<file path="src/rtl/step_phase_decoder.sv">
// Decodes a full-step one-hot coil pattern back into step strobes, direction and a
// saturating signed position, with homing, inactivity tracking and fault detection.
module step_phase_decoder #(
    parameter int POS_W       = 16,
    parameter int IDLE_W      = 20,
    parameter int IDLE_CYCLES = 1000000
) (
    input  logic                    clk,
    input  logic                    rst,
    input  logic [3:0]              coil,
    input  logic                    home,
    input  logic                    clear_fault,
    output logic signed [POS_W-1:0] position,
    output logic                    step_pulse,
    output logic                    step_dir,
    output logic                    moving,
    output logic                    fault,
    output logic [1:0]              fault_code
);

    typedef enum logic [1:0] {
        ST_UNLOCKED = 2'd0,
        ST_TRACK    = 2'd1,
        ST_FAULT    = 2'd2
    } state_e;

    localparam logic [1:0] CODE_NONE    = 2'b00;
    localparam logic [1:0] CODE_SKIP    = 2'b01;
    localparam logic [1:0] CODE_ILLEGAL = 2'b10;

    localparam logic [IDLE_W-1:0]       IDLE_MAX = IDLE_W'(IDLE_CYCLES);
    localparam logic signed [POS_W-1:0] POS_MAX  = {1'b0, {(POS_W-1){1'b1}}};
    localparam logic signed [POS_W-1:0] POS_MIN  = {1'b1, {(POS_W-1){1'b0}}};
    localparam logic signed [POS_W-1:0] POS_ONE  = POS_W'(1);

    state_e                  state_q, state_d;
    logic [3:0]              s1_q, s2_q, s3_q, acc_q;
    logic                    home_q;
    logic [1:0]              phase_q, phase_d;
    logic signed [POS_W-1:0] pos_q, pos_d;
    logic                    pulse_q, pulse_d;
    logic                    dir_q, dir_d;
    logic [1:0]              code_q, code_d;
    logic [IDLE_W-1:0]       idle_q, idle_d;
    logic                    stepped_q;

    logic       sample_ok, fresh, home_edge;
    logic       is_onehot, is_zero, is_illegal;
    logic [1:0] idx, delta;

    // Decode the synchronized pattern into a phase index.
    always_comb begin
        // NOTE: every always_comb output gets a default first so no path can infer a latch.
        is_onehot = 1'b1;
        is_zero   = 1'b0;
        idx       = 2'd0;
        case (s2_q)
            4'b0001: idx = 2'd0;
            4'b0010: idx = 2'd1;
            4'b0100: idx = 2'd2;
            4'b1000: idx = 2'd3;
            4'b0000: begin
                is_onehot = 1'b0;
                is_zero   = 1'b1;
            end
            default: is_onehot = 1'b0;
        endcase
    end

    assign is_illegal = !is_onehot && !is_zero;
    assign sample_ok  = (s2_q == s3_q);
    assign fresh      = sample_ok && (s2_q != acc_q);
    assign delta      = idx - phase_q;
    assign home_edge  = home && !home_q;

    always_ff @(posedge clk or posedge rst) begin
        if (rst) begin
            state_q <= ST_UNLOCKED;
        end else begin
            // NOTE: sequential state uses non-blocking assignments so every register samples pre-edge values.
            state_q <= state_d;
        end
    end

    always_comb begin
        state_d = state_q;
        case (state_q)
            ST_UNLOCKED: begin
                if (sample_ok && is_onehot)       state_d = ST_TRACK;
                else if (sample_ok && is_illegal) state_d = ST_FAULT;
            end
            ST_TRACK: begin
                if (fresh && is_illegal)                        state_d = ST_FAULT;
                else if (fresh && is_onehot && delta == 2'd2)   state_d = ST_FAULT;
            end
            ST_FAULT: begin
                if (clear_fault) state_d = ST_UNLOCKED;
            end
            default: state_d = ST_UNLOCKED;
        endcase
    end

    always_comb begin
        phase_d = phase_q;
        pos_d   = pos_q;
        pulse_d = 1'b0;
        dir_d   = dir_q;
        code_d  = code_q;
        case (state_q)
            ST_UNLOCKED: begin
                if (sample_ok && is_onehot)       phase_d = idx;
                else if (sample_ok && is_illegal) code_d  = CODE_ILLEGAL;
            end
            ST_TRACK: begin
                if (fresh && is_illegal) begin
                    code_d = CODE_ILLEGAL;
                end else if (fresh && is_onehot) begin
                    // delta 0 is re-energizing at the held phase after a 0000 gap.
                    case (delta)
                        2'd1: begin
                            pulse_d = 1'b1;
                            dir_d   = 1'b1;
                            phase_d = idx;
                            if (pos_q != POS_MAX) pos_d = pos_q + POS_ONE;
                        end
                        2'd3: begin
                            pulse_d = 1'b1;
                            dir_d   = 1'b0;
                            phase_d = idx;
                            if (pos_q != POS_MIN) pos_d = pos_q - POS_ONE;
                        end
                        2'd2:    code_d = CODE_SKIP;
                        default: phase_d = phase_q;
                    endcase
                end
            end
            ST_FAULT: begin
                if (clear_fault) code_d = CODE_NONE;
            end
            default: code_d = CODE_NONE;
        endcase
        // Homing overrides any step position update but leaves the strobe intact.
        if (home_edge) pos_d = '0;
    end

    assign idle_d = pulse_d ? '0 : ((idle_q == IDLE_MAX) ? idle_q : idle_q + IDLE_W'(1));

    always_ff @(posedge clk or posedge rst) begin
        if (rst) begin
            s1_q      <= '0;
            s2_q      <= '0;
            s3_q      <= '0;
            acc_q     <= '0;
            home_q    <= 1'b0;
            phase_q   <= '0;
            pos_q     <= '0;
            pulse_q   <= 1'b0;
            dir_q     <= 1'b0;
            code_q    <= CODE_NONE;
            idle_q    <= '0;
            stepped_q <= 1'b0;
        end else begin
            s1_q      <= coil;
            s2_q      <= s1_q;
            s3_q      <= s2_q;
            if (sample_ok) acc_q <= s2_q;
            home_q    <= home;
            phase_q   <= phase_d;
            pos_q     <= pos_d;
            pulse_q   <= pulse_d;
            dir_q     <= dir_d;
            code_q    <= code_d;
            idle_q    <= idle_d;
            stepped_q <= stepped_q | pulse_d;
        end
    end

    assign position   = pos_q;
    assign step_pulse = pulse_q;
    assign step_dir   = dir_q;
    assign moving     = stepped_q && (idle_q < IDLE_MAX);
    assign fault      = (state_q == ST_FAULT);
    assign fault_code = code_q;

endmodule

</file>
<file path="config.mk">
export PLATFORM = sky130hd
export DESIGN_NAME = step_phase_decoder
export DESIGN_NICKNAME = d
export VERILOG_FILES = /design/src/rtl/step_phase_decoder.sv
export SDC_FILE = /design/constraint.sdc
export NUM_CORES = 1
export LEC_CHECK = 0
export CAP_MARGIN = 20
export CORE_ASPECT_RATIO = 1.2
export CORE_MARGIN = 5
export CORE_UTILIZATION = 30
export CTS_CLUSTER_SIZE = 14
export DETAILED_ROUTE_END_ITERATION = 8
export HOLD_SLACK_MARGIN = 0.1
export PLACE_DENSITY_LB_ADDON = 0.15
export SYNTH_ARGS = -nofsm -noshare
export SYNTH_HDL_FRONTEND = slang
export SYNTH_SLANG_ARGS = --single-unit
</file>
<file path="constraint.sdc">
create_clock -name clk -period 6.3 [get_ports clk]
set_input_delay 1.26 -clock clk [delete_from_list [all_inputs] [get_ports clk]]
set_output_delay 1.26 -clock clk [all_outputs]
set_load 0.02 [all_outputs]
</file>
Yosys cells after proc, flatten, opt, wreduce, memory -nomap -nowiden
Index checks and enable logic that the tools add are counted.
Widths: inputs -> output; s select.
{"block": "classes", "mux": 33, "n_lt_le_gt_ge": 1, "reduce_logical": 26, "bitwise_logic": 2, "n_eq_ne": 29, "addsub": 4}
{"operator": "$mux 16", "count": 6}
{"operator": "$mux 20", "count": 2}
{"operator": "$ne 16x16->1 const B", "count": 2}
{"operator": "$pmux 16 s2", "count": 1}
{"operator": "$mux 2", "count": 13}
{"operator": "$add 20x1->20 const B", "count": 1}
{"operator": "$eq 20x20->1 const B", "count": 1}
{"operator": "$lt 20x20->1 const B", "count": 1}
{"operator": "$ne 2x2->1 const B", "count": 9}
{"operator": "$ne 3x3->1 const B", "count": 6}
{"operator": "$pmux 2 s3", "count": 3}
{"operator": "$add 16x2->16 const B", "count": 1}
{"operator": "$sub 16x2->16 const B", "count": 1}
{"operator": "$reduce_and 5->1", "count": 2}
{"operator": "$logic_and 1x1->1", "count": 9}
{"operator": "$reduce_bool 2->1", "count": 4}
{"operator": "$eq 2x2->1 const B", "count": 3}
{"operator": "$mux 1", "count": 6}
{"operator": "$reduce_and 6->1", "count": 1}
{"operator": "$eq 2x1->1 const B", "count": 2}
{"operator": "$eq 4x1->1 const B", "count": 1}
{"operator": "$eq 4x2->1 const B", "count": 1}
{"operator": "$eq 4x3->1 const B", "count": 1}
{"operator": "$eq 4x4->1", "count": 1}
{"operator": "15 further kinds", "count": 17}
{"block": "totals", "ff_bits": 62, "output_inout_bits": 22, "in_bits": 8}

Logic depth before layout (Yosys ltp)
{"block": "logic_depth", "ltp_word": 10, "depth_mapped": 16}

Least setup slack after synthesis
No wires, ideal clock.
{"block": "synth_timing", "kind": "register -> register", "from": "register s2_q[1]", "to": "register pos_q[14], in the netlist position[14]", "setup_slack_ps": 2183, "stages_incl_launch_ff": 15, "n_path_buf": 1, "required_ps": 6205, "arrival_time_ps": 4021, "cell_sequence": "dfrtp_1 buf_2 xnor2_1 or3_1 ha_1 xnor2_1 xnor2_1 nor2_1 ha_1 a2111oi_0 a21boi_0 a2111oi_0 o21ai_0 xnor2_1 o31ai_1"}
{"block": "synth_via", "elab_chain_cells": 9, "word_cells_on_any_way": 31, "classes_between": "1 x add/sub; 11 x eq/ne; 8 x mux; 11 x reduce/logical"}
{"item": "start: declaration", "line": "37", "text": "logic [3:0] s1_q, s2_q, s3_q, acc_q;"}
{"item": "start signal: assignment", "line": "164", "text": "s2_q <= s1_q;"}
{"item": "$eq 4x4->1, or another cell as far along", "line": "57", "text": "case (s2_q)"}
{"item": "$pmux 2 s3", "line": "57"}
{"item": "$sub 2x2->2", "line": "73", "text": "assign delta = idx - phase_q;"}
{"item": "$eq 2x2->1 or $eq 2x1->1 (tied branches)", "line": "119", "text": "case (delta)"}
{"item": "$pmux 16 s2", "line": "119"}
{"item": "$mux 16", "line": "117", "text": "end else if (fresh && is_onehot) begin"}
{"item": "$mux 16", "line": "115", "text": "if (fresh && is_illegal) begin"}
{"item": "$mux 16", "line": "109", "text": "case (state_q)"}
{"item": "$mux 16", "line": "143", "text": "if (home_edge) pos_d = '0;"}
{"item": "end signal: assignment", "line": "169", "text": "pos_q <= pos_d;"}
{"item": "end: declaration", "line": "40", "text": "logic signed [POS_W-1:0] pos_q, pos_d;"}
Parallel ways exist; a longest one is shown, timed or not. The select of a mux whose other input is x is not followed.
A chain may end at the register's enable or synchronous reset.

Worst setup path in the final report
{"block": "layout_timing", "from": "register s2_q[3]", "to": "register pos_q[15], in the netlist position[15]"}
The elaborated chain is that of the path after synthesis.

==> results by group <==
Logic synthesis
  – Avg Cell Area, Syn: 9.69 um2
  – Ys async rst share: 1.00
  – Post-Syn Area: 3500 um2
  – Syn_nets: 387
  – Netlist cell types: 50
  – Post-synth EDFFs: 0
  – Gate Count Post-Synth: 361
  – Top_reg_cell synth: dfrtp_1
  – Register bit count reported by yosys: 62
  – Register area share after synthesis: 0.443
  – Synth warnings: 0

Clock network
  – Worst-path clk slew: 0.06 ns
  – Hold-fix buffers, CTS: 0
  – CTS HTree Levels: 3
  – Post-CTS sizing: 0
  – CTS tree: built
  – Post-CTS setup buffer count: 0
  – Root buffer cell: clkbuf_16
  – Clock sinks: 62
  – Num CTS Buffers: 9
  – Maximum clock path buffer count: 2
  – Clock Latency Late Sink: 0.33 ns

STA
  – Min Tclk post-route: 4.29 ns
  – Final Max Slew Viols: 0
  – Setup violators final: 0
  – Setup TNS: 0 ns
  – Unrepaired setup endpoints after global routing: false
  – Setup slack after layout: 2.01 ns
  – Period utilisation layout: 0.680
  – Least-Margin Pin Slew: 0.783 ns
  – Clock Skew: 0.00545 ns
  – Fmax: 233 MHz
  – Rel. slew slack: 0.478
  – Fin. Hold Viols: 0

Route
  – DR iter-0 viols: 122
  – Routed wire length: 7650 um
  – Vias: 2,691
  – Antenna-violating nets left: 0
  – Via density: 4.84
  – Initial DRT Pass Iterations: 4
  – Per-cell routed wire length: 13.8 um
  – # DRC: 0

Placement
  – GPL Wtd Cong: 0.812
  – Detail Placement HPWL: 5280 um
  – Dpl ws: 2.04 ns
  – Placed Instance Area: 3940 um2
  – IO buf count: 29

Layout
  – Layout cells sized above 1: 0.0827
  – Fin nets: 420
  – Area growth syn-to-layout: 22.1%
  – Antenna diode count: 0
  – Post-route cell area: 4270 um2
  – Filler cells: 1,165
  – Most frequent cells in the layout: 62 x dfrtp_1, 41 x nor2_1, 34 x nand2_1
  – Commonest non-fill, non-tap cell in the layout: dfrtp_1

Critical path
  – CP Data Arrival Time: 4.48 ns
  – Setup crit start kind: register
  – Worst EP required: 6.49 ns
  – Reg2reg path depth: 15
  – CP startpoint: s2_q[3]$_DFF_PP0_
  – Worst Setup End Kind: register
  – Max FO, Critical Path: 15
  – Flop2flop setup slack: 2.01 ns
  – Critical Path End: position[15]$_DFFE_PP0P_
  – Reg-to-reg endpoint: position[15]$_DFFE_PP0P_
  – CP Class: reg2reg
  – Critical R2R Launch: s2_q[3]$_DFF_PP0_

Worst hold path
  – Hold Path Class: reg2reg
  – WHS Path Cells: 0

Power and ir drop
  – Leak Pwr: 1.78 nW
  – Pwr dens: 350 nW/um2
  – Max VDD drop: 0.115 mV

Floorplan
  – Initial core utilization: 0.304
  – Area of the core: 11,500 um2
  – Num ports: 30
  – Placement Rows: 43
  – Die Ht: 128 um
  – Chip width: 109 um
  – Die area: 13,900 um2

GRT
  – Largest net degree at the start of global routing: 63
  – Overflow after GRT: 0
  – Total GRT Usage: 0.119
  – Vias in the first global route: 2,676
  – Initial antenna violation count: 0
  – First-pass GRT wire length: 13,300 um

Job
  – Maxcap violations: 0

Outcome
  – Outcome: finished clean
## worst min path at each step
stage / from / endpoint / slack (ns)
2_1_floorplan: s1_q[0]$_DFF_PP0_ / s2_q[0]$_DFF_PP0_ / 0.33
3_3_place_gp: s1_q[3]$_DFF_PP0_ / s2_q[3]$_DFF_PP0_ / 0.33
3_5_place_dp: s1_q[1]$_DFF_PP0_ / s2_q[1]$_DFF_PP0_ / 0.33
4_1_cts: s1_q[1]$_DFF_PP0_ / s2_q[1]$_DFF_PP0_ / 0.35
5_1_grt: s1_q[2]$_DFF_PP0_ / s2_q[2]$_DFF_PP0_ / 0.35
6_report: s1_q[1]$_DFF_PP0_ / s2_q[1]$_DFF_PP0_ / 0.35
## cell usage after synthesis, types with 3 or more instances
library cell / n / share of area
or3_1: 5 / 0.0089
nor3_1: 7 / 0.010
xnor2_1: 21 / 0.053
o21ai_1: 10 / 0.014
a2111oi_0: 3 / 0.0075
o211ai_1: 3 / 0.0064
nand3_1: 13 / 0.019
or4_1: 3 / 0.0064
nand2b_1: 3 / 0.0054
buf_2: 4 / 0.0057
xor2_1: 23 / 0.058
inv_1: 11 / 0.012
nand4_1: 10 / 0.018
o21ai_0: 14 / 0.020
nor2_1: 41 / 0.044
and3_1: 6 / 0.011
nor4_1: 4 / 0.0071
nand2_1: 34 / 0.036
dfrtp_1: 62 / 0.44
clkbuf_1: 4 / 0.0043
o31ai_1: 5 / 0.011
ha_1: 17 / 0.061
nor2b_1: 3 / 0.0054
a21oi_1: 17 / 0.024
mux2_2: 5 / 0.016
## flip-flops by register name, indices dropped and copies added (netlist names)
register and flops:
idle_q 20, position 16, acc_q 4, s1_q 4, s2_q 4, s3_q 4, fault_code 2, phase_q 2
state_q 2, home_q 1, step_dir 1, step_pulse 1, stepped_q 1
## worst max-delay path: stages (launching register included)
cell       delay, ns
dfrtp_1         0.50
xnor2_1         0.17
or3_1           0.33
ha_1            0.20
xnor2_1         0.24
xnor2_1         0.22
nor2_1          0.07
buf_4           0.20
ha_1            0.36
a2111oi_0       0.51
o21ai_0         0.29
a41oi_1         0.40
o22ai_1         0.19
mux2i_1         0.16
a221oi_2        0.19
o31ai_1         0.10
## layer usage
metal | track usage | vias to the layer above | wire (um)
met1 | 0.157 | 1290 | 3580
met4 | 0.0475 | 0 | 106
met3 | 0.0317 | 7 | 341
met2 | 0.186 | 46 | 3630
met5 | 0 | - | 0
li1 | - | 1348 | -
## where the power goes
part / leakage (nW) / internal (mW) / switching, mW / total [mW]
Combinational: 0.827 / 0.185 / 0.212 / 0.397
Clock: 0.156 / 0.347 / 0.189 / 0.536
Sequential: 0.795 / 0.470 / 0.0947 / 0.565
Total: 1.78 / 1.00 / 0.495 / 1.50
## per-stage QoR
stage | power, mW | hold slack, ns | std cells | utilization
6_report | 1.50 | 0.346 | 556 | 0.371
4_1_cts | 1.52 | 0.348 | 555 | 0.371
3_5_place_dp | 0.973 | 0.335 | 539 | 0.343
5_1_grt | 1.59 | 0.353 | 556 | 0.371
3_3_place_gp | 0.970 | 0.334 | 539 | 0.343
2_1_floorplan | 0.825 | 0.331 | 361 | -
## cell families after synthesis
logic type               Yosys count  share of synthesized area
multiplexers                       7                     0.0218
buffers and inverters             23                     0.0325
AO/OA/AOI/OAI                     68                      0.125
adder cells (fa/ha/maj)           19                     0.0694
XOR/XNOR                          44                      0.110
AND/OR/NAND/NOR                  138                      0.198
flip-flops                        62                      0.443
## cell type report
cell class / count / area, um2 / share of cell area
inverter: 11 / 41.3 / 0.00966
clock inverter: 7 / 98.8 / 0.0231
multi-input combinational: 276 / 1830 / 0.429
timing repair buffer: 34 / 325 / 0.0761
clock buffer: 9 / 225 / 0.0527
tap: 157 / 196 / 0.0460
sequential: 62 / 1550 / 0.363
No activity file was read; power rests on OpenSTA's default activity.
